==> src/rtl/alu_seq.sv <==
// ---------------------------------------------------------------------------
// alu_seq
// Pipelined ALU sitting between decode/issue and writeback. Operations arrive
// over a valid/ready channel. Results leave through a single registered
// valid/ready output slot. A registered NZCV flags word supplies the carry
// for ADC/SBC. All ops except MUL complete on the accepting edge. MUL is a
// shift-add multiplier that consumes one multiplier bit per cycle.
//
// Ports
//   clk_i        clock, all state updates on the rising edge
//   rst_ni       asynchronous active-low reset
//   in_valid_i   operation present
//   in_ready_o   block can accept an operation this cycle
//   in_a_i       operand A (W bits)
//   in_b_i       operand B (W bits); low log2(W) bits are the shift amount
//   in_op_i      5-bit operation code
//   in_s_i       update flags when this op completes
//   in_tag_i     opaque tag returned with the result (TAGW bits)
//   out_valid_o  result register holds an unconsumed result
//   out_ready_i  consumer takes the result this cycle
//   out_data_o   result (W bits)
//   out_tag_o    tag of the result (TAGW bits)
//   flags_o      {N,Z,C,V}
// ---------------------------------------------------------------------------
module alu_seq #(
   parameter int W    = 8,
   parameter int TAGW = 4
) (
   input  logic            clk_i,
   input  logic            rst_ni,
   input  logic            in_valid_i,
   output logic            in_ready_o,
   input  logic [W-1:0]    in_a_i,
   input  logic [W-1:0]    in_b_i,
   input  logic [4:0]      in_op_i,
   input  logic            in_s_i,
   input  logic [TAGW-1:0] in_tag_i,
   output logic            out_valid_o,
   input  logic            out_ready_i,
   output logic [W-1:0]    out_data_o,
   output logic [TAGW-1:0] out_tag_o,
   output logic [3:0]      flags_o
);

   localparam int SW = $clog2(W);
   localparam logic [4:0] OP_CMP = 5'd10;
   localparam logic [4:0] OP_MUL = 5'd20;
   localparam logic [SW-1:0] MUL_LAST = SW'(W - 1);

   typedef enum logic {
      IDLE,
      MUL_BUSY
   } state_e;

   state_e            state_q, state_d;
   logic              outValid_q, outValid_d;
   logic [W-1:0]      outData_q, outData_d;
   logic [TAGW-1:0]   outTag_q, outTag_d;
   logic [3:0]        flags_q, flags_d;
   logic [2*W-1:0]    mulAcc_q, mulAcc_d;
   logic [2*W-1:0]    mulMcand_q, mulMcand_d;
   logic [W-1:0]      mulB_q, mulB_d;
   logic [SW-1:0]     mulCnt_q, mulCnt_d;
   logic [TAGW-1:0]   mulTag_q, mulTag_d;
   logic              mulS_q, mulS_d;

   logic [SW-1:0]     shAmt;
   logic [W:0]        lslWide, rsWide, asrWide, arSum;
   logic [W-1:0]      arX, arY, aluRes;
   logic              arCin, isArith, aluC, aluV;
   logic [3:0]        aluFlags;
   logic [2*W-1:0]    mulAdd;
   logic [3:0]        mulFlags;
   logic              outFree, accept;

   assign shAmt = in_b_i[SW-1:0];

   // Single-cycle datapath. Arithmetic ops only pick X, Y and carry-in here
   // and share one W+1 bit adder below. Shifts are done one bit wider than
   // the operand so the last bit shifted out falls into the extra bit. A
   // shift amount of zero leaves the carry alone.
   always_comb begin
      aluRes  = '0;
      aluC    = flags_q[1];
      aluV    = flags_q[0];
      isArith = 1'b0;
      arX     = in_a_i;
      arY     = in_b_i;
      arCin   = 1'b0;
      lslWide = {1'b0, in_a_i} << shAmt;
      rsWide  = {in_a_i, 1'b0} >> shAmt;
      asrWide = $signed({in_a_i, 1'b0}) >>> shAmt;
      case (in_op_i)
         5'd0:  aluRes = in_a_i & in_b_i;
         5'd1:  aluRes = in_a_i ^ in_b_i;
         5'd2, 5'd10: begin
            isArith = 1'b1;
            arY     = ~in_b_i;
            arCin   = 1'b1;
         end
         5'd3: begin
            isArith = 1'b1;
            arX     = in_b_i;
            arY     = ~in_a_i;
            arCin   = 1'b1;
         end
         5'd4:  isArith = 1'b1;
         5'd5: begin
            isArith = 1'b1;
            arCin   = flags_q[1];
         end
         5'd6: begin
            isArith = 1'b1;
            arY     = ~in_b_i;
            arCin   = flags_q[1];
         end
         5'd7: begin
            isArith = 1'b1;
            arX     = in_b_i;
            arY     = ~in_a_i;
            arCin   = flags_q[1];
         end
         5'd12: aluRes = in_a_i | in_b_i;
         5'd13: aluRes = in_b_i;
         5'd14: aluRes = in_a_i & ~in_b_i;
         5'd15: aluRes = ~in_b_i;
         5'd16: begin
            aluRes = lslWide[W-1:0];
            if (shAmt != '0) aluC = lslWide[W];
         end
         5'd17: begin
            aluRes = rsWide[W:1];
            if (shAmt != '0) aluC = rsWide[0];
         end
         5'd18: begin
            aluRes = asrWide[W:1];
            if (shAmt != '0) aluC = asrWide[0];
         end
         5'd19: begin
            aluRes = (in_a_i >> shAmt) | (in_a_i << (W - int'(shAmt)));
            if (shAmt != '0) aluC = aluRes[W-1];
         end
         default: aluRes = '0;
      endcase
      arSum = {1'b0, arX} + {1'b0, arY} + {{W{1'b0}}, arCin};
      if (isArith) begin
         aluRes = arSum[W-1:0];
         aluC   = arSum[W];
         aluV   = (arX[W-1] == arY[W-1]) && (arSum[W-1] != arX[W-1]);
      end
      aluFlags = {aluRes[W-1], aluRes == '0, aluC, aluV};
   end

   // One shift-add step of the multiplier. On the final step this sum is the
   // full product, so flags come straight from it. C reports any non-zero
   // bits above the W-bit result.
   always_comb begin
      mulAdd   = mulB_q[0] ? (mulAcc_q + mulMcand_q) : mulAcc_q;
      mulFlags = {mulAdd[W-1], mulAdd[W-1:0] == '0, mulAdd[2*W-1:W] != '0, 1'b0};
   end

   // Next-state and handshake logic. A single-cycle op loads the output slot
   // on its accepting edge. MUL parks in MUL_BUSY until its last bit is
   // consumed. If the slot is still occupied at that point, the finished
   // product waits rather than overwrite an unconsumed result.
   always_comb begin
      state_d    = state_q;
      outValid_d = outValid_q;
      outData_d  = outData_q;
      outTag_d   = outTag_q;
      flags_d    = flags_q;
      mulAcc_d   = mulAcc_q;
      mulMcand_d = mulMcand_q;
      mulB_d     = mulB_q;
      mulCnt_d   = mulCnt_q;
      mulTag_d   = mulTag_q;
      mulS_d     = mulS_q;
      outFree    = !outValid_q || out_ready_i;
      in_ready_o = (state_q == IDLE) && outFree;
      accept     = in_valid_i && in_ready_o;

      if (outValid_q && out_ready_i) outValid_d = 1'b0;

      case (state_q)
         IDLE: begin
            if (accept) begin
               if (in_op_i == OP_MUL) begin
                  state_d    = MUL_BUSY;
                  mulAcc_d   = '0;
                  mulMcand_d = {{W{1'b0}}, in_a_i};
                  mulB_d     = in_b_i;
                  mulCnt_d   = '0;
                  mulTag_d   = in_tag_i;
                  mulS_d     = in_s_i;
               end else begin
                  outValid_d = 1'b1;
                  outData_d  = aluRes;
                  outTag_d   = in_tag_i;
                  if (in_s_i || (in_op_i == OP_CMP)) flags_d = aluFlags;
               end
            end
         end
         MUL_BUSY: begin
            if (mulCnt_q != MUL_LAST) begin
               mulAcc_d   = mulAdd;
               mulMcand_d = mulMcand_q << 1;
               mulB_d     = mulB_q >> 1;
               mulCnt_d   = mulCnt_q + SW'(1);
            end else if (outFree) begin
               state_d    = IDLE;
               outValid_d = 1'b1;
               outData_d  = mulAdd[W-1:0];
               outTag_d   = mulTag_q;
               if (mulS_q) flags_d = mulFlags;
            end
         end
         default: state_d = IDLE;
      endcase
   end

   // State register. Reset drops any multiply in flight along with the
   // output slot and the flags.
   always_ff @(posedge clk_i or negedge rst_ni) begin
      if (!rst_ni) begin
         state_q    <= IDLE;
         outValid_q <= 1'b0;
         outData_q  <= '0;
         outTag_q   <= '0;
         flags_q    <= '0;
         mulAcc_q   <= '0;
         mulMcand_q <= '0;
         mulB_q     <= '0;
         mulCnt_q   <= '0;
         mulTag_q   <= '0;
         mulS_q     <= 1'b0;
      end else begin
         state_q    <= state_d;
         outValid_q <= outValid_d;
         outData_q  <= outData_d;
         outTag_q   <= outTag_d;
         flags_q    <= flags_d;
         mulAcc_q   <= mulAcc_d;
         mulMcand_q <= mulMcand_d;
         mulB_q     <= mulB_d;
         mulCnt_q   <= mulCnt_d;
         mulTag_q   <= mulTag_d;
         mulS_q     <= mulS_d;
      end
   end

   assign out_valid_o = outValid_q;
   assign out_data_o  = outData_q;
   assign out_tag_o   = outTag_q;
   assign flags_o     = flags_q;

endmodule
==> config.mk <==
export PLATFORM = sky130hd
export DESIGN_NAME = alu_seq
export DESIGN_NICKNAME = d
export VERILOG_FILES = /design/src/rtl/alu_seq.sv
export SDC_FILE = /design/constraint.sdc
export NUM_CORES = 1
export LEC_CHECK = 0
export CAP_MARGIN = 10
export CORE_MARGIN = 5
export CORE_UTILIZATION = 60
export DETAILED_ROUTE_END_ITERATION = 8
export GPL_TIMING_DRIVEN = 0
export PLACE_DENSITY_LB_ADDON = 0.12
export SETUP_SLACK_MARGIN = 0.2
export SYNTH_ARGS = -nofsm -noshare
export SYNTH_HDL_FRONTEND = slang
export SYNTH_SLANG_ARGS = --single-unit
==> constraint.sdc <==
create_clock -name clk_i -period 3.4 [get_ports clk_i]
set_input_delay 0.85 -clock clk_i [delete_from_list [all_inputs] [get_ports clk_i]]
set_output_delay 0.85 -clock clk_i [all_outputs]
set_load 0.03 [all_outputs]
Word level (Yosys, flattened, before mapping)

Index checks and enable logic that the tools add are counted.

Flip-flop bits (word level): 66
Word-level logic and storage cells: 146
Output and inout bits: 18

$add $sub $neg: 5
Shift-type cells: 5
Bitwise operators: 8
Reduce and logical (&&, ||, !) cells: 23
Equal/unequal tests: 34
Mux-type cells: 58

Operators by type and width:

| operator                                                         | count |
|---|---|
| 16-bit two-way mux                                               | 7 |
| 8-bit one-hot mux with 10 select lines                           | 1 |
| 8-bit two-way mux                                                | 9 |
| 16-bit one-hot mux with 2 select lines                           | 2 |
| 8-bit one-hot mux with 2 select lines                            | 3 |
| 4-bit two-way mux                                                | 10 |
| 8-bit by 32-bit << shifter with 8-bit output                     | 1 |
| 5-bit by 4-bit == test with 1-bit output (second input constant) | 5 |
| 5-bit == test (second input constant)                            | 5 |
| 5-bit by 3-bit == test with 1-bit output (second input constant) | 4 |
| 16-bit adder                                                     | 1 |
| 8-bit AND                                                        | 2 |
| 8-bit logical NOT                                                | 2 |
| 1-bit two-way mux                                                | 16 |
| 4-bit != test (second input constant)                            | 4 |
| 8-bit inverter                                                   | 2 |
| 8-bit bitwise OR                                                 | 2 |
| 4-bit one-hot mux with 2 select lines                            | 2 |
| 11-bit AND reduction                                             | 1 |
| 5-bit by 2-bit == test with 1-bit output (second input constant) | 2 |
| 2-bit by 1-bit != test with 1-bit output (second input constant) | 5 |
| 8-bit by 8-bit adder with 9-bit output                           | 1 |
| 9-bit by 1-bit adder with 9-bit output                           | 1 |
| 3-bit two-way mux                                                | 3 |
| 30 further kinds                                                 | 42 |

Longest topological paths before layout

Gate-level depths: netlist of the first run.

Word-level depth: 12
Depth in mapped cells: 18
Depth with buffers taken out: 15

Least setup slack after synthesis of the first run

OpenSTA, ideal clock, no wires.

Path type: input -> register
From: input in_op_i[0]
To: register flags_q[2], in the netlist flags_o[2]
Slack: -1.188 ns
Stages on the path: 18
Arrival: 4.485 ns
Cell sequence: buf_8 -> clkbuf_1 -> or3b_2 -> clkbuf_1 -> and2_1 -> clkbuf_1 -> a221o_1 -> fa_1 -> inv_1 -> fa_1 -> nor2b_1 -> o21ai_0 -> nand2_1 -> xnor2_1 -> o2111a_1 -> nand3_1 -> or4_1 -> o41ai_2

Cells in the longest elaborated chain, start to end: 11
Elaborated cells on any way between the ends: 40
Those cells by class: 2 x add/sub; 19 x eq/ne; 10 x mux; 9 x reduce/logical

RTL lines:

| element                                                                           | RTL line | source |
|---|---|---|
| start: declaration                                                                | 35       | `input logic [4:0] in_op_i,` |
| 5-bit by 4-bit == test with 1-bit output, or another cell as far along            | 93, 199  |  |
| 3-bit OR reduction (no line) / 2-bit OR reduction (equally long branches)         | n/a      |  |
| 8-bit one-hot mux with 2 select lines / 8-bit two-way mux (equally long branches) | 93       | `case (in_op_i)` |
| 8-bit by 8-bit adder with 9-bit output                                            | 145      | `arSum = {1'b0, arX} + {1'b0, arY} + {{W{1'b0}}, arCin};` |
| 9-bit by 1-bit adder with 9-bit output                                            | 145      |  |
| 8-bit two-way mux                                                                 | 146      | `if (isArith) begin` |
| 8-bit logical NOT                                                                 | 151      | `aluFlags = {aluRes[W-1], aluRes == '0, aluC, aluV};` |
| 4-bit two-way mux                                                                 | 199      | `if (in_s_i \|\| (in_op_i == OP_CMP)) flags_d = aluFlags;` |
| 4-bit two-way mux                                                                 | 187      | `if (in_op_i == OP_MUL) begin` |
| 4-bit two-way mux                                                                 | 186      | `if (accept) begin` |
| 4-bit one-hot mux with 2 select lines                                             | 184      | `case (state_q)` |
| end signal: assignment                                                            | 241      | `flags_q <= flags_d;` |
| end: declaration                                                                  | 59       | `logic [3:0] flags_q, flags_d;` |

Several ways; a longest one is shown, not always the timed one. The select of a mux whose other input is x is not followed.
A chain may end at the register's enable or synchronous reset.

Final worst setup path of the first run

Same ends and word-level chain as after synthesis.

==> results of run 1 <==
layer usage:
layer  wire length (um)  track usage, %
met3               2600            9.93
met5                  0               0
met1               9040            48.7
met2               9730            51.5
met4                719            11.7
Yosys cell counts, types with 13 or more instances:
| cell | count |
|---|---|
| nand2_1 | 88 |
| a21o_1 | 14 |
| inv_1 | 27 |
| dfrtp_1 | 66 |
| nor3_1 | 14 |
| o21ai_0 | 58 |
| ha_1 | 36 |
| nand3_1 | 13 |
| a21oi_1 | 38 |
| nor2_1 | 65 |
| xnor2_1 | 24 |
| clkbuf_1 | 38 |
| mux2i_1 | 38 |
power by group:
| part | switching [mW] | internal, mW | total, mW |
|---|---|---|---|
| Clock | 0.347 | 0.493 | 0.840 |
| Sequential | 0.289 | 1.13 | 1.42 |
| Combinational | 2.33 | 1.47 | 3.80 |
| Total | 2.96 | 3.10 | 6.06 |
state kept, by name, indices dropped and copies added (netlist names):
register and count:
mulB_q 8, flags_o 4, mulTag_q 4, mulAcc_q 16, mulMcand_q 16, mulS_q 1, state_q 1, out_valid_o 1
out_tag_o 4, out_data_o 8, mulCnt_q 3
timing repair:
action                                 in CTS  in global routing
setup buffers                              17                  6
cloned                                      0                  0
endpoints found under the hold margin       0                  0
hold buffers                                0                  0
pin swaps                                  27                 23
resized for setup                          67                 32
setup endpoints to repair                  57                 15
critical path, delay by kind of cell:
kind	cells	cell delay (ns)
AND/OR/NAND/NOR	5	1.32
AO/OA/AOI/OAI	4	1.03
XOR/XNOR	1	0.11
buffers and inverters	7	0.81
adder cells (fa/ha/maj)	1	0.38
cells in the final DEF (no fill, tap or decap), types with 25 or more instances in the layout:
cell and n:
mux2i_1 38, clkdlybuf4s50_1 35, clkbuf_1 28, a21oi_1 31, nand2_1 87, nor2_1 61, inv_1 25, o21ai_0 49
ha_1 34, dfrtp_1 66
stage by stage:
step                      instances  util (%)  setup WS, ns  hold slack, ns  cell area (sq um)
after floorplan                 735         -        -0.903           0.468               6150
after global placement          910      68.6         -1.83           0.469               6730
after detailed placement        910      68.5         -2.02           0.475               6730
after CTS                       943      74.2        -0.713           0.496               7280
after global routing            949      75.8        -0.926           0.531               7440
final                           949      75.8        -0.825           0.500               7440
logic make-up (layout without fill, tap and decap cells):
group           after synthesis  in the layout  share of synthesized area (%)
fa+ha+maj                    39             39                           8.40
simple gates                247            247                           19.8
compound gates              212            212                           23.1
xor+xnor                     29             29                           4.18
buf+inv                      84            165                           5.83
mux                          58             58                           11.4
flops                        66             66                           27.2
worst paths after layout:
path                          startpoint       endpoint  cells past startpoint
max                           in_op_i[0]     flags_o[2]                     18
min                        out_data_o[3]  out_data_o[3]                      2
max reg2reg                mulMcand_q[0]     flags_o[1]                     10
min reg2reg                out_data_o[3]  out_data_o[3]                      2
max in group asynchronous         rst_ni         mulS_q                      1
min in group asynchronous         rst_ni      mulB_q[6]                      1
layout make-up:
cell class,count,area [sq um]
fill,682,2380
clock buffer,9,124
clock inverter,7,125
multi-input combinational,585,4330
inverter,28,105
buffer,56,338
timing repair buffer,65,601
sequential,66,1650
tap,133,166
==> metrics.md, run 1 <==
| Metric | Value |
|---|---|
| Drt wl/cell | `around 23 um` |
| PwrDens | `815 nW/um^2` |
| Critical path class | `input port to flop` |
| Clock Path Buffers | `2` |
| H-tree levels | `3` |
| Core area | `9820 sq um` |
| Clock slew at reported path FFs | `0.08 ns` |
| Gpl congestion | `1.03` |
| Leakage | `between 3 and 4 nW` |
| CP max FO | `3` |
| Seq/Total Area, Yosys | `27.2%` |
| Initial detailed-routing violation count | `972` |
| Root Buffer | `clkbuf_8` |
| Final WS setup | `-0.825 ns` |
| Final hold violation count | `0` |
| Power Total | `6.06 mW` |
| CP Data Required Time | `3.66 ns` |
| Vias in the first global route | `between 6,000 and 7,000` |
| Critical Path Start Type | `input port` |
| Overflow after GRT | `0` |
| TritonCTS buffer count | `9` |
| Number of flops mapped to enable cells by yosys | `0` |
| Warnings from Yosys | `0` |
| Most common cell type on the critical path | `buf_6` |
| Fin. max-slew vios | `0` |
| Rows | `36` |
| Fin crit period | `roughly 4.2 ns` |
| Final Skew | `0.0136 ns` |
| Peak supply drop | `0.602 mV` |
| Max cap viols | `0` |
| CP cell instances | `buf_12, clkbuf_16, or3b_4, buf_8, and2_4, buf_8, a221o_1, fa_2, buf_6, buf_6, buf_6, a21o_1, a21oi_2, xnor2_2, nand2_1, nand4_1, or4_1, o41ai_2` |
| Die height | `111 um` |
| Worst skew pair latency | `0.37 ns` |
| Top_reg_cell synth | `dfrtp_1` |
| Drt total wl | `22,100 um` |
| Final ANT Viol Nets | `0` |
| Failing checks | `negative setup slack` |
| Final setup violation count | `11` |
| Detailed Routing Iterations Pass 1 | `6` |
| Cells after synthesis | `735` |
| Die area | `12,200 sq um` |
| Worst-margin pin slew | `0.955 ns` |
| CP arrival | `4.48 ns` |
| Inserted Diodes | `0` |
| TritonCTS Sinks | `66` |
| Layout net count | `880` |
| Die X | `111 um` |
| Syn Nets | `804` |
| Kind of end point of the critical path | `flop` |
| RSZ-0062 raised after global routing | `true` |
| Synth Cell Area | `6080 sq um` |
| Initial antenna violation count | `0` |
| Max incr delay on CP | `0.56 ns` |
| CTS tree | `built` |
| Area leader, netlist | `dfrtp_1` |
| I/O Pins | `48` |
| PortBufs | `42` |
| Largest net degree at the start of global routing | `67` |
| Global-route wire length before repair | `34,200 um` |
| Post-synthesis area per instance | `8.27 sq um` |
| Cell variety after synth | `81` |
| Period utilisation layout | `124%` |
| Yosys reg bits | `66` |
| Max-Slew Margin vs Limit | `35.8%` |
| Area delta synth->final | `22.5%` |
| TNS Setup | `-5.55 ns` |
| Drt drc | `0` |
| Top area cells in the synthesized netlist | `dfrtp_1 27%, ha_1 7.4%, mux2i_1 6.3%` |
| Status | `finished, violations left` |
| Fmax achieved | `around 240 MHz` |
| Hold Crit Class | `flop to flop` |
| Post-DP HPWL | `about 15,000 um` |
| Worst path slowest cell | `or4_1` |
| Total GRT Usage | `34.7%` |
| Mean number of vias per cell | `6.82` |
| FF-to-FF setup slack | `-0.11 ns` |
| Vias post-DR | `6,472` |
| Async set-reset flop share out of synthesis | `100%` |
| Layout cells sized above 1 | `18.1%` |
| Synth top area share | `between 20% and 30%` |
| Initial core utilization | `61.9%` |
No activity file was read; power rests on OpenSTA's default activity.
==> run 2, diff against run 1 <==
Clock period 3.4 ns to 5.17 ns, I/O delays scaled along.
==> run 2 against run 1 <==
Net effect:
- the run now ends clean
- final cell count shrank 2.0%
- core utilization shrank 4.8 points
- register-to-register slack gained 1.7 ns
- combinational power is 40% lower
- largest cell class unchanged
==> metrics.md, run 2 (synthesis results as in run 1) <==
| Metric | Value |
|---|---|
| Status | `finished clean` |
| Layout cells sized above 1 | `11.0%` |
| Post-route design area | `6970 sq um` |
| Max cap viols | `0` |
| Worst-margin pin slew | `1.07 ns` |
| Total GRT Usage | `31.3%` |
| Inserted Diodes | `0` |
| Layout net count | `861` |
| Clock Path Buffers | `2` |
| Initial core utilization | `61.9%` |
| CTS tree | `built` |
| Dpl ws | `-0.678 ns` |
| CP Data Required Time | `5.44 ns` |
| Leakage | `3.07 nW` |
| Mean number of vias per cell | `6.73` |
| Drt total wl | `roughly 20,000 um` |
| Die area | `12,200 sq um` |
| Reg2Reg Depth | `12` |
| Final Skew | `0.0120 ns` |
| Power Total | `~3.7 mW` |
| H-tree levels | `3` |
| Drt drc | `0` |
| Hold path startpoint | `out_tag_o[3]` |
| Hold path endpoint | `out_tag_o[3]` |
| TritonCTS buffer count | `9` |
| Peak supply drop | `roughly 0.42 mV` |
| Overflow after GRT | `0` |
| CP arrival | `5.20 ns` |
| Critical path class | `input port to flop` |
| Initial detailed-routing violation count | `819` |
| Most frequent cells in the layout | `88 x nand2_1, 66 x dfrtp_1, 65 x nor2_1, 57 x o21ai_0` |
| Largest registers | `mulAcc_q x16, mulMcand_q x16` |
| Layout filler cell count | `768` |
| Vias post-DR | `6,257` |
| PortBufs | `42` |
| Final ANT Viol Nets | `0` |
| Critical Path Source | `in_op_i[4]` |
| Area after DPL | `6660 sq um` |
| Hold Crit Class | `flop to flop` |
| Capturing point of the worst reg2reg path | `flags_o[2]` |
| PwrDens | `524 nW/um^2` |
| Commonest non-fill, non-tap cell in the layout | `nand2_1` |
| Global-route wire length before repair | `31,500 um` |
| Final WS setup | `0.239 ns` |
| I/O Pins | `48` |
| Critical Path Start Type | `input port` |
| Post-CTS Hold Buffers | `0` |
| Fin. max-slew vios | `0` |
| Area delta synth->final | `14.7%` |
| Worst skew pair latency | `0.37 ns` |
| Die height | `111 um` |
| Rows | `36` |
| Gpl congestion | `1.01` |
| Root Buffer | `clkbuf_8` |
| Drt wl/cell | `21.0 um` |
| Fin crit period | `4.93 ns` |
| Largest net degree at the start of global routing | `67` |
| Reg-to-reg startpoint | `flags_o[1]` |
| Fmax achieved | `203 MHz` |
| Period utilisation layout | `95.4%` |
| TritonCTS Sinks | `66` |
| Final setup violation count | `0` |
| Initial antenna violation count | `0` |
| Post-DP HPWL | `14,700 um` |
| Die X | `111 um` |
| RSZ-0062 raised after global routing | `true` |
| Vias in the first global route | `between 5,000 and 6,000` |
| FF-to-FF setup slack | `1.58 ns` |
| Detailed Routing Iterations Pass 1 | `6` |
| WHS Path Cells | `2` |
| Core area | `9820 sq um` |
| CP max FO | `8` |
| Sequential cell area | `1650 sq um` |
| Clock slew at reported path FFs | `0.09 ns` |
| Kind of end point of the critical path | `flop` |
| Max-Slew Margin vs Limit | `approximately 28%` |
| Util after Layout | `71.0%` |
| Footprint of the multi-input gates | `4120 sq um` |
| Final hold violation count | `0` |
## run 2: per-layer routing
metal	GRT usage (%)	vias up	share of wire, %
met5	0	-	0
met4	10.8	0	2.9
met3	9.01	70	12
met2	46.9	420	44
met1	43.4	2962	41
li1	-	2805	-
## run 2: area by class of cell
| cell class | count | area share (%) |
|---|---|---|
| buffer | 55 | 3.88 |
| clock buffer | 9 | 1.78 |
| clock inverter | 7 | 1.20 |
| inverter | 28 | 1.51 |
| multi-input combinational | 585 | 59.1 |
| sequential | 66 | 23.7 |
| tap | 133 | 2.39 |
| timing repair buffer | 47 | 6.48 |
## run 2: power by group
part / switching (mW) / internal [mW]
clock: 0.233 / 0.232
combinational: 1.37 / 0.897
sequential: 0.178 / 0.745
## run 2: what timing repair did
action	CTS	global route
pin swaps	9	2
resized for setup	20	4
setup endpoints to repair	6	4
setup buffers	5	0
## run 2: how the worst max path moves through the flow
stage                      end  cells past startpoint
finish              flags_o[2]                     18
global placement    flags_o[2]                     18
detailed placement  flags_o[2]                     18
CTS                 flags_o[2]                     18
floorplan           flags_o[2]                     18
global route        flags_o[2]                     18
## run 2: critical path: stages
cell	delay, ns
dlygate4sd2_1	0.26
nand2b_4	0.17
or3b_2	0.46
clkbuf_8	0.14
and2_1	0.15
clkbuf_4	0.18
a221o_1	0.32
fa_2	0.37
inv_2	0.07
fa_2	0.20
nor2b_1	0.05
o21ai_1	0.16
nand2_1	0.11
xnor2_2	0.20
o2111a_1	0.25
nand3_1	0.11
or4_1	0.45
o41ai_2	0.24
## run 2: stage by stage
stage               std cells  hold slack (ns)  TNS (ns)
finish                    930            0.490         0
global route              930            0.527         0
CTS                       930            0.500         0
detailed placement        910            0.475     -3.56
global placement          910            0.466     -2.70
floorplan                 735            0.468         0
==> run 3, diff against run 2 <==
Settings changed: MAX_ROUTING_LAYER from default to met4.
==> run 3 against run 2 <==
Net effect:
- sequential power hardly changed
- core utilization decreased by 0.15 points
- non-clock buffer count rose by 2
- largest power group unchanged
- clock skew shrank 0.0018 ns
- largest cell class unchanged
==> metrics.md, run 3 (synthesis results as in run 1) <==
| Metric | Value |
|---|---|
| CP arrival | `5.16 ns` |
| Worst skew pair latency | `0.34 ns` |
| Area after DPL | `roughly 6700 sq um` |
| Post-DP HPWL | `14,900 um` |
| Critical Path Start Type | `input port` |
| Inserted Diodes | `0` |
| RSZ-0062 raised after global routing | `false` |
| CP max FO | `8` |
| Drt wl/cell | `21.4 um` |
| Peak supply drop | `0.370 mV` |
| Area delta synth->final | `14.4%` |
| Reg2Reg Depth | `12` |
| PortBufs | `42` |
| Initial antenna violation count | `0` |
| Drt total wl | `19,900 um` |
| Final setup violation count | `0` |
| Status | `finished clean` |
| Core area | `9820 sq um` |
| Critical Path Source | `in_op_i[2]` |
| Largest registers | `mulAcc_q x16, mulMcand_q x16` |
| Switching power | `1.76 mW` |
| Detailed Routing Iterations Pass 1 | `7` |
| Commonest non-fill, non-tap cell in the layout | `nand2_1` |
| P_int | `1.83 mW` |
| PwrDens | `between 500 and 600 nW/um^2` |
| Root Buffer | `clkbuf_8` |
| Switching fraction of total power | `49.1%` |
| Drt drc | `0` |
| Vias post-DR | `6,235` |
| H-tree levels | `3` |
| Leakage | `roughly 3 nW` |
| Final Skew | `0.0102 ns` |
| Period utilisation layout | `between 90% and 100%` |
| Sequential power share | `between 20% and 30%` |
| Clock slew at reported path FFs | `0.08 ns` |
| Final WS setup | `0.257 ns` |
| Combinational cell fraction of total power | `63.6%` |
| Reg-to-reg startpoint | `flags_o[1]` |
| Layout net count | `863` |
| Power share of the clock group | `a little over a tenth` |
| Final hold violation count | `0` |
| WHS Path Cells | `1` |
| CTS tree | `built` |
| Initial core utilization | `between 60% and 70%` |
| Global-route wire length before repair | `31,700 um` |
| Kind of end point of the critical path | `flop` |
| TritonCTS Sinks | `66` |
| Most frequent cells in the layout | `88 x nand2_1, 66 x dfrtp_1, 65 x nor2_1, 55 x o21ai_0` |
| Clock Path Buffers | `2` |
| Die height | `111 um` |
| Layout cells sized above 1 | `11.4%` |
| Rows | `36` |
| Post-route design area | `just under 7000 sq um` |
| Placed Instances | `910` |
| Largest net degree at the start of global routing | `67` |
| Total GRT Usage | `32.6%` |
| Overflow after GRT | `0` |
| Mean number of vias per cell | `6.70` |
| Gpl congestion | `1.01` |
| Hold Crit Class | `flop to flop` |
| CP Data Required Time | `5.41 ns` |
| Final ANT Viol Nets | `0` |
| Fin. max-slew vios | `0` |
| Die area | `12,200 sq um` |
| Vias in the first global route | `5,981` |
| Hold path startpoint | `out_data_o[0]` |
| I/O Pins | `48` |
| Critical path class | `input port to flop` |
| Fin crit period | `between 4 and 5 ns` |
| Max-Slew Margin vs Limit | `41.5%` |
| Dpl ws | `-0.741 ns` |
| Fmax achieved | `between 200 and 250 MHz` |
| Initial detailed-routing violation count | `a little under 800` |
| TritonCTS buffer count | `9` |
| Die X | `111 um` |
| Max cap viols | `0` |
| Worst-margin pin slew | `0.870 ns` |
| Fin cells | `930` |
==> run 3: changes by cell type in the layout (fill, tap and decap cells not counted), moves of 2 or more <==
cell	change
buf_2	+2
clkbuf_4	-2
clkbuf_2	+2
dlygate4sd2_1	-2
clkinv_2	+2
o21ai_1	+2
buf_6	+3
inv_6	-3
o21ai_0	-2
==> run 3: stage by stage <==
stage                     utilization, %  power, mW  setup TNS [ns]  hold WS (ns)
after floorplan                        -       2.46               0         0.468
after global placement              67.9       3.01           -2.73         0.466
after detailed placement            67.9       3.10           -3.50         0.477
after CTS                           70.1       3.51               0         0.497
after global routing                70.8       3.83               0         0.512
final                               70.8       3.59               0         0.494
==> run 3: path summary, 6_finish.rpt <==
path	endpoint	slack [ns]
min	out_data_o[0]	0.49
max	flags_o[2]	0.26
min in group asynchronous	mulB_q[5]	1.03
max in group asynchronous	mulTag_q[0]	3.57
max reg2reg	flags_o[2]	1.53
min reg2reg	out_data_o[0]	0.49
==> run 3: per-layer routing <==
metal	vias up	share of wire [%]	global-route usage, %	wire (um)
li1	2807	-	-	-
met1	2984	43	45.6	8540
met2	396	44	47.0	8750
met3	48	10	7.37	2090
met4	0	2.7	10.7	538
met5	-	0	-	0
==> run 3: power by group through the flow <==
stage	logic, mW	registers, mW	clock network, mW
floorplan	1.49	0.975	0
global placement	2.09	0.914	0
detailed placement	2.17	0.925	0
CTS	2.21	0.917	0.382
global route	2.47	0.952	0.402
finish	2.28	0.924	0.383
==> run 3: final cells by class <==
cell class,instances,area [sq um]
fillers,791,2860
flip-flops and latches,66,1650
plain buffers,56,294
inverters,28,105
clock buffers,11,141
multi-input cells,585,4130
well taps,133,166
repair buffers,48,447
clock inverters,3,17.5
==> run 3: worst max-delay path: stages <==
cell and delay [ns]:
dlygate4sd2_1 0.28, nand2_2 0.08, or3b_4 0.38, clkbuf_8 0.14, and2_4 0.15, buf_8 0.13
a221o_1 0.35, fa_2 0.41, inv_2 0.07, fa_2 0.20, nor2b_1 0.05, o21ai_1 0.17
nand2_1 0.12, xnor2_2 0.17, o2111a_1 0.27, nand3_1 0.10, or4_4 0.58, o41ai_4 0.20
==> run 3: timing repair <==
| action | in CTS | in global routing |
|---|---|---|
| pin swaps | 7 | 11 |
| resized for setup | 19 | 26 |
| cloned | 0 | 0 |
| buffers inserted | 2 | 4 |
| setup endpoints to repair | 7 | 5 |
| hold buffers | 0 | 0 |
